<file path="config.mk">
export PLATFORM = sky130hd
export DESIGN_NAME = pixel_fetch
export DESIGN_NICKNAME = d
export VERILOG_FILES = /design/src/rtl/pixel_fetch_pkg.sv /design/src/rtl/pixel_palette.sv /design/src/rtl/pixel_fetch.sv
export SDC_FILE = /design/constraint.sdc
export NUM_CORES = 2
export LEC_CHECK = 0
export ABC_AREA = 1
export BUFFER_PORTS_ARGS = -buffer_cell sky130_fd_sc_hd__buf_2
export CORE_MARGIN = 5
export CORE_UTILIZATION = 55
export DETAILED_ROUTE_END_ITERATION = 7
export PLACE_DENSITY = 0.73
export SLEW_MARGIN = 5
export SYNTH_ARGS = -nofsm -noshare
export SYNTH_HDL_FRONTEND = slang
export SYNTH_SLANG_ARGS = --single-unit
</file>
<file path="constraint.sdc">
create_clock -name clock -period 1.98 [get_ports clock]
set_input_delay 0.297 -clock clock [delete_from_list [all_inputs] [get_ports clock]]
set_output_delay 0.297 -clock clock [all_outputs]
set_load 0.02 [all_outputs]
</file>
<file path="src/rtl/pixel_fetch_pkg.sv">
// pixel_fetch shared types: colour, coordinate widths, timing constants.
// Also holds the RGB332 power-up palette used by pixel_palette.
package pixel_fetch_pkg;

  localparam int VERT_PIXELS  = 768;
  localparam int HORIZ_PIXELS = 1024;

  // 4x scaling: 1024 screen columns map onto 256 buffer columns
  localparam int COORD_W   = $clog2(HORIZ_PIXELS) - 2;
  localparam int FB_ADDR_W = 2 * COORD_W + 1;

  typedef logic [COORD_W-1:0] coord_t;

  typedef struct packed {
    logic [3:0] r;
    logic [3:0] g;
    logic [3:0] b;
  } rgb444_t;

  typedef struct packed {
    logic vid;
    logic hs;
    logic vs;
  } side_t;

  localparam side_t SIDE_IDLE = '{vid: 1'b0, hs: 1'b1, vs: 1'b1};

  typedef rgb444_t [255:0] pal_mem_t;

  function automatic rgb444_t rgb332(input logic [7:0] i);
    return rgb444_t'({i[7:5], i[7], i[4:2], i[4],
                      i[1:0], i[1:0]});
  endfunction

  function automatic pal_mem_t pal_init();
    pal_mem_t p;
    for (int i = 0; i < 256; i++) begin
      p[i] = rgb332(8'(i));
    end
    return p;
  endfunction

endpackage

</file>
<file path="src/rtl/pixel_palette.sv">
// pixel_palette: 256x12 colour lookup, one write and one read port.
// Read-first on same-index collision; contents survive reset.
module pixel_palette
  import pixel_fetch_pkg::*;
(
  input  logic        clock,
  input  logic        we,
  input  logic [7:0]  waddr,
  input  logic [11:0] wdata,
  input  logic [7:0]  raddr,
  output logic [11:0] rdata
);

  pal_mem_t mem = pal_init();

  always_ff @(posedge clock) begin
    if (we) begin
      mem[waddr] <= wdata;
    end
    rdata <= mem[raddr];
  end

endmodule

</file>
<file path="src/rtl/pixel_fetch.sv">
// pixel_fetch: screen coord -> frame-buffer address -> palette RGB, 3 cycles.
// Optional 4x4 cursor block when PIXEL_FETCH_CURSOR_EN is defined.
module pixel_fetch #(
  parameter int SCALE_SHIFT = 2,
  parameter int VERT_PIXELS = pixel_fetch_pkg::VERT_PIXELS
`ifdef PIXEL_FETCH_CURSOR_EN
  ,
  parameter logic [11:0] CURSOR_COLOR = 12'hFFF
`endif
) (
  input  logic        clock,
  input  logic        rst,
  input  logic        horiz_sync,
  input  logic        vert_sync,
  input  logic        video_on,
  input  logic [11:0] pixel_row,
  input  logic [11:0] pixel_column,
  input  logic        buf_sel,
  output logic [16:0] fb_addr,
  input  logic [7:0]  fb_data,
  input  logic        pal_we,
  input  logic [7:0]  pal_waddr,
  input  logic [11:0] pal_wdata,
  output logic        frame_start,
  output logic        vga_hsync,
  output logic        vga_vsync,
  output logic [3:0]  vga_red,
  output logic [3:0]  vga_green,
  output logic [3:0]  vga_blue
`ifdef PIXEL_FETCH_CURSOR_EN
  ,
  input  logic [7:0]  cursor_x,
  input  logic [7:0]  cursor_y
`endif
);

  import pixel_fetch_pkg::*;

  coord_t  row_s;
  coord_t  col_s;
  logic    fs_det;
  logic    buf_q;
  side_t   s1;
  side_t   s2;
  side_t   s3;
  logic [11:0] pal_q;
  rgb444_t rgb;

  assign row_s  = coord_t'(pixel_row >> SCALE_SHIFT);
  assign col_s  = coord_t'(pixel_column >> SCALE_SHIFT);
  assign fs_det = (pixel_row == 12'(VERT_PIXELS))
               && (pixel_column == '0);

  always_ff @(posedge clock) begin
    if (rst) begin
      fb_addr     <= '0;
      buf_q       <= 1'b0;
      frame_start <= 1'b0;
      s1          <= SIDE_IDLE;
      s2          <= SIDE_IDLE;
      s3          <= SIDE_IDLE;
    end else begin
      fb_addr     <= video_on ? {buf_q, row_s, col_s} : '0;
      frame_start <= fs_det;
      // buffer swap only at vblank start, so no tearing
      if (fs_det) begin
        buf_q <= buf_sel;
      end
      s1 <= '{vid: video_on, hs: horiz_sync, vs: vert_sync};
      s2 <= s1;
      s3 <= s2;
    end
  end

  pixel_palette u_pal (
    .clock (clock),
    .we    (pal_we),
    .waddr (pal_waddr),
    .wdata (pal_wdata),
    .raddr (fb_data),
    .rdata (pal_q)
  );

`ifdef PIXEL_FETCH_CURSOR_EN
  coord_t cur_x_q;
  coord_t cur_y_q;
  coord_t row1;
  coord_t col1;
  coord_t row2;
  coord_t col2;
  logic   hit3;

  always_ff @(posedge clock) begin
    if (rst) begin
      cur_x_q <= '0;
      cur_y_q <= '0;
      row1    <= '0;
      col1    <= '0;
      row2    <= '0;
      col2    <= '0;
      hit3    <= 1'b0;
    end else begin
      if (fs_det) begin
        cur_x_q <= cursor_x;
        cur_y_q <= cursor_y;
      end
      row1 <= row_s;
      col1 <= col_s;
      row2 <= row1;
      col2 <= col1;
      hit3 <= (row2 == cur_y_q) && (col2 == cur_x_q);
    end
  end

  always_comb begin
    rgb = '0;
    unique case (1'b1)
      !s3.vid: rgb = '0;
      hit3:    rgb = rgb444_t'(CURSOR_COLOR);
      default: rgb = rgb444_t'(pal_q);
    endcase
  end
`else
  always_comb begin
    rgb = '0;
    if (s3.vid) begin
      rgb = rgb444_t'(pal_q);
    end
  end
`endif

  assign vga_hsync = s3.hs;
  assign vga_vsync = s3.vs;
  assign vga_red   = rgb.r;
  assign vga_green = rgb.g;
  assign vga_blue  = rgb.b;

endmodule
</file>
* Word-level counts from Yosys, hierarchy flattened
Cells that the tools add are included.
Cells by class: mux-type cells 6, reductions and logical operators 4, bitwise operators 1, $lt $le $gt $ge 3, equal/unequal tests 1
Operators by type and width (count):
- 3072-bit bitwise mux | 1
- 12-bit binary-select mux with 8-bit select | 1
- 12-bit demux with 8-bit select | 1
- 12-bit 2-to-1 mux | 3
- 8-bit by 9-bit < comparator with 1-bit output, second input constant | 2
- 12-bit by 10-bit equality test with 1-bit output, second input constant | 1
- 12-bit zero test | 1
- 8-bit by 1-bit greater-or-equal comparator with 1-bit output, second input constant | 1
- 1-bit logical AND | 2
- 2-bit OR reduction | 1
- 1-bit NOT | 1
Word-level totals: register bits after elaboration 3112, bits of input ports 59

* Longest topological paths before layout
depth after elaboration 5, mapped depth 15

* By module
A second synthesis with hierarchy kept.
Unflattened totals: cells, all modules 10402, area, all modules 125354.0 sq um
Modules (own cells, without submodules):
- pixel_palette | area an instance 124375.5 sq um, times used 1, seq. area each 92488.7 sq um, cells each 10272
- pixel_fetch | area an instance 978.4 sq um, times used 1, seq. area each 560.5 sq um, cells each 130

* Worst setup path before layout
OpenSTA, ideal clock, no wires.
path type input to register, start input pal_we, end register u_pal.mem[336] (netlist bit), enable pin, stages 3, path slack -0.047 ns, arrival time 1.631 ns, library setup time 0.396 ns, path through clkbuf_1 inv_1 nor3_1
RTL lines:
- start: declaration | RTL line pixel_fetch.sv:21 | input logic pal_we,
- end signal: indexed assignment | RTL line pixel_palette.sv:18 | mem[waddr] <= wdata;
- end: declaration | RTL line pixel_palette.sv:14 | pal_mem_t mem = pal_init();
No word-level cell between the ends.

* Worst setup path in the final report
start register s3[2] (netlist bit), end output vga_blue[1]
On the way: word-level cells in the longest chain between the ends 1
RTL lines:
- start: declaration | RTL line pixel_fetch.sv:45 | side_t s3;
- start signal: assignment | RTL line pixel_fetch.sv:61 | s3 <= SIDE_IDLE;
- start signal: assignment | RTL line pixel_fetch.sv:71 | s3 <= s2;
- 12-bit 2-to-1 mux | RTL line pixel_fetch.sv:126 | if (s3.vid) begin
- end: declaration | RTL line pixel_fetch.sv:29 | output logic [3:0] vga_blue
Every way passes these cells.

==> metrics.md <==
| Metric | Value |
|---|---|
| Run status | finished, violations left |
| Failing checks | design-rule violations, negative setup slack |
| DR pass1 iterations | 8 |
| Most frequent cell after synthesis | nand2_1 |
| DRC Markers | 3 |
| Initial antenna violation count | 20 |
| # Post-CTS Setup Buffers | 0 |
| Reg power frac | 51.9% |
| Fillers | 16058 |
| Row count | 175 |
| Mean post-synth cell area | between 10 and 15 um2 |
| Layout overhead on the synthesized area | 17.5% |
| Die X | 488 um |
| Max-Cap Viols | 0 |
| Worst skew pair latency | 0.95 ns |
| Vias | 89060 |
| Nets | 11204 |
| Starting Density | 55.2% |
| Final Critical Period | about 2.1 ns |
| Comb pwr share | 7.1% |
| Total power | between 100000 and 150000 uW |
| GPL Wtd Cong | around 0.95 |
| Yosys cell types | 21 |
| Overall routing resource usage | 31.4% |
| Post-synth top area share | 73.5% |
| Num ports | 91 |
| Max IR drop VDD | 0.924 mV |
| Clock slew at reported path FFs | 0.06 ns |
| Leading area contributor after synthesis | edfxtp_1 |
| Sw Ratio | 22.5% |
| Fmax | approximately 470 MHz |
| DP Worst Slack | -0.889 ns |
| Slowest stage cell, crit path | dfxtp_4 |
| Starting DRT DRC Count | 14271 |
| Leak | roughly 0.053 uW |
| Worst-case clock skew | 0.0953 ns |
| Measured slew at the worst slew-check pin | around 1.1 ns |
| Worst hold slack | 0.127 ns |
| Ratio of cells with drive above 1 in the final layout | roughly 14% |
| Die area | approximately 0.24 mm2 |
| Grt ovf | 0 |
| CTS Sinks | 3112 |
| Via density | 6.18 |
| Post-Syn Instances | 10423 |
| First-pass GRT wire length | 554000 um |
| Global route hottest layer | met2 |
| Post-Syn Area | around 0.13 mm2 |
| Worst setup margin | -0.166 ns |
| Total core area | 0.227 mm2 |
| Synthesized Nets | 10482 |
| TritonCTS clock tree | yes |
| IO buf count | 90 |
| DIE HEIGHT | 488 um |
| Seq/Total Area, Yosys | 74.1% |
| YS warnings | 0 |
| Critical path cell sequence | buf_12 -> nand2_2 -> inv_2 -> buf_6 |
| DRT Wirelength | 378000 um |
| Crit Path Class | flop to primary output |
| Max clock buf depth | 4 |
| Design area | 0.147 mm2 |
| Met2 global-route usage | 48.1% |
| Crit. End Element | primary output |
| Pin count of the biggest net entering global routing | between 90 and 100 |
| Vias in the first global route | 85515 |
| Htree depth | 5 |
| Ys flop type | edfxtp_1 |
| Number of flops mapped to enable cells by yosys | 3072 |
| Period utilisation layout | 108% |
| Switching Power | 31500 uW |
| Placed Area | 0.137 mm2 |
| Avg WL per Cell | between 20 and 30 um |
| Power Internal | approximately 110000 uW |
| Clock Root Buffer | clkbuf_16 |
| RSZ-0062 raised after global routing | true |
| Routed Antenna Nets | 0 |
| Final hold violations | 0 |
| Met3 Use GR | 7.48% |
| Largest stage delay on the critical path | 0.42 ns |
| Final TNS setup | -1.69 ns |
| Headroom to the max-slew limit | between 20 and 30% |
| Max Slew Vio Count | 0 |
| Class of the worst hold path | primary input to flop |
| Crit-path max FO | 6 |
| Pwr Density | 949 mW/mm2 |
| Yosys reg bits | 3112 |
| Post-synth top cells | nand2_1, edfxtp_1, nand3_1 |
| Ys async rst share | 0% |
| Final HPWL DP | between 200000 and 250000 um |
| M1 GR Usage | between 40% and 50% |
| CP arrival | 1.85 ns |
| Area contributors post-synth | edfxtp_1, nand3_1, nand2_1, buf_2, nor2_1 |
| Final setup vio count | 12 |
| Crit start category | flop |
| Clock power share | 41.0% |
| Num CTS Buffers | 320 |
| Critical Path RT | 1.68 ns |
sequential cells by signal (all words and copies together), names as in the netlist:
signal and flops:
s2 3, buf_q 1, u_pal.mem 3072, fb_addr 17, vga_vsync 1, u_pal.rdata 12, s3 1, frame_start 1
s1 3, vga_hsync 1
logic make-up after synthesis:
group	synth area share (%)
flip-flops	74.1
buffers and inverters	3.32
AND/OR/NAND/NOR	22.6
AO/OA/AOI/OAI	0.00598
per-stage QoR:
step	instances	utilization [%]
after floorplan	10423	-
after global placement	13775	60.2
after detailed placement	13775	60.2
after CTS	14387	64.8
after global routing	14392	64.9
final	14402	64.9
cell type report:
class                   count  area, um2  area share, %
well taps                3009       3760           2.55
repair buffers           1113      12000           8.11
diodes                     15       37.5         0.0255
multi-input cells        6527      28500           19.3
clock inverters           156       1260          0.854
clock buffers             399       8520           5.78
flip-flops and latches   3112      93100           63.1
inverters                  71        339          0.230
critical path: cells and delay by family, from the launching register on:
family,cells,cell delay (ns)
flip-flops,1,0.42
buffers and inverters,3,0.41
AND/OR/NAND/NOR,1,0.06
power by group through the flow:
stage	clock, uW	combinational, uW	sequential, uW
detailed placement	0	9530	74000
floorplan	0	4500	74000
finish	57400	9970	72600
global route	60500	10500	72600
CTS	57600	9710	72600
global placement	0	9360	74000
cells in the final DEF (no fill, tap or decap), types with 54 or more instances in the layout:
master and n:
buf_12 275, clkinv_2 54, edfxtp_1 3072, nand2_1 3166
buf_2 61, dlygate4sd3_1 56, buf_4 692, clkbuf_1 65
nor2_1 297, clkinv_1 65, inv_1 54, clkbuf_16 327
nand3_1 3013
metal layers:
layer | part of all wire (%) | wire length (um)
met5 | 0.0058 | 22
met4 | 5.7 | 21500
met3 | 13 | 47800
met2 | 46 | 174000
met1 | 36 | 134000
path summary, 6_finish.rpt:
kind,startpoint,to,slack (ns),cells past startpoint
max,s3[2]$_SDFF_PP0_,vga_blue[1],-0.17,4
min,fb_data[5],u_pal.rdata[8]$_DFF_P_,0.13,7
max reg2reg,u_pal.mem[3048]$_DFFE_PP_,u_pal.rdata[0]$_DFF_P_,0.02,11
min reg2reg,s1[2]$_SDFF_PP0_,s2[2]$_SDFF_PP0_,0.42,2
what timing repair did:
| action | in CTS | in global routing |
|---|---|---|
| endpoints found under the setup margin | 14 | 18 |
| resized for setup | 63 | 30 |
| hold buffers | 56 | 0 |
| pin swaps | 0 | 0 |
| endpoints found under the hold margin | 871 | 0 |
| cloned | 1 | 0 |
Power figures use the tool's default switching activity.
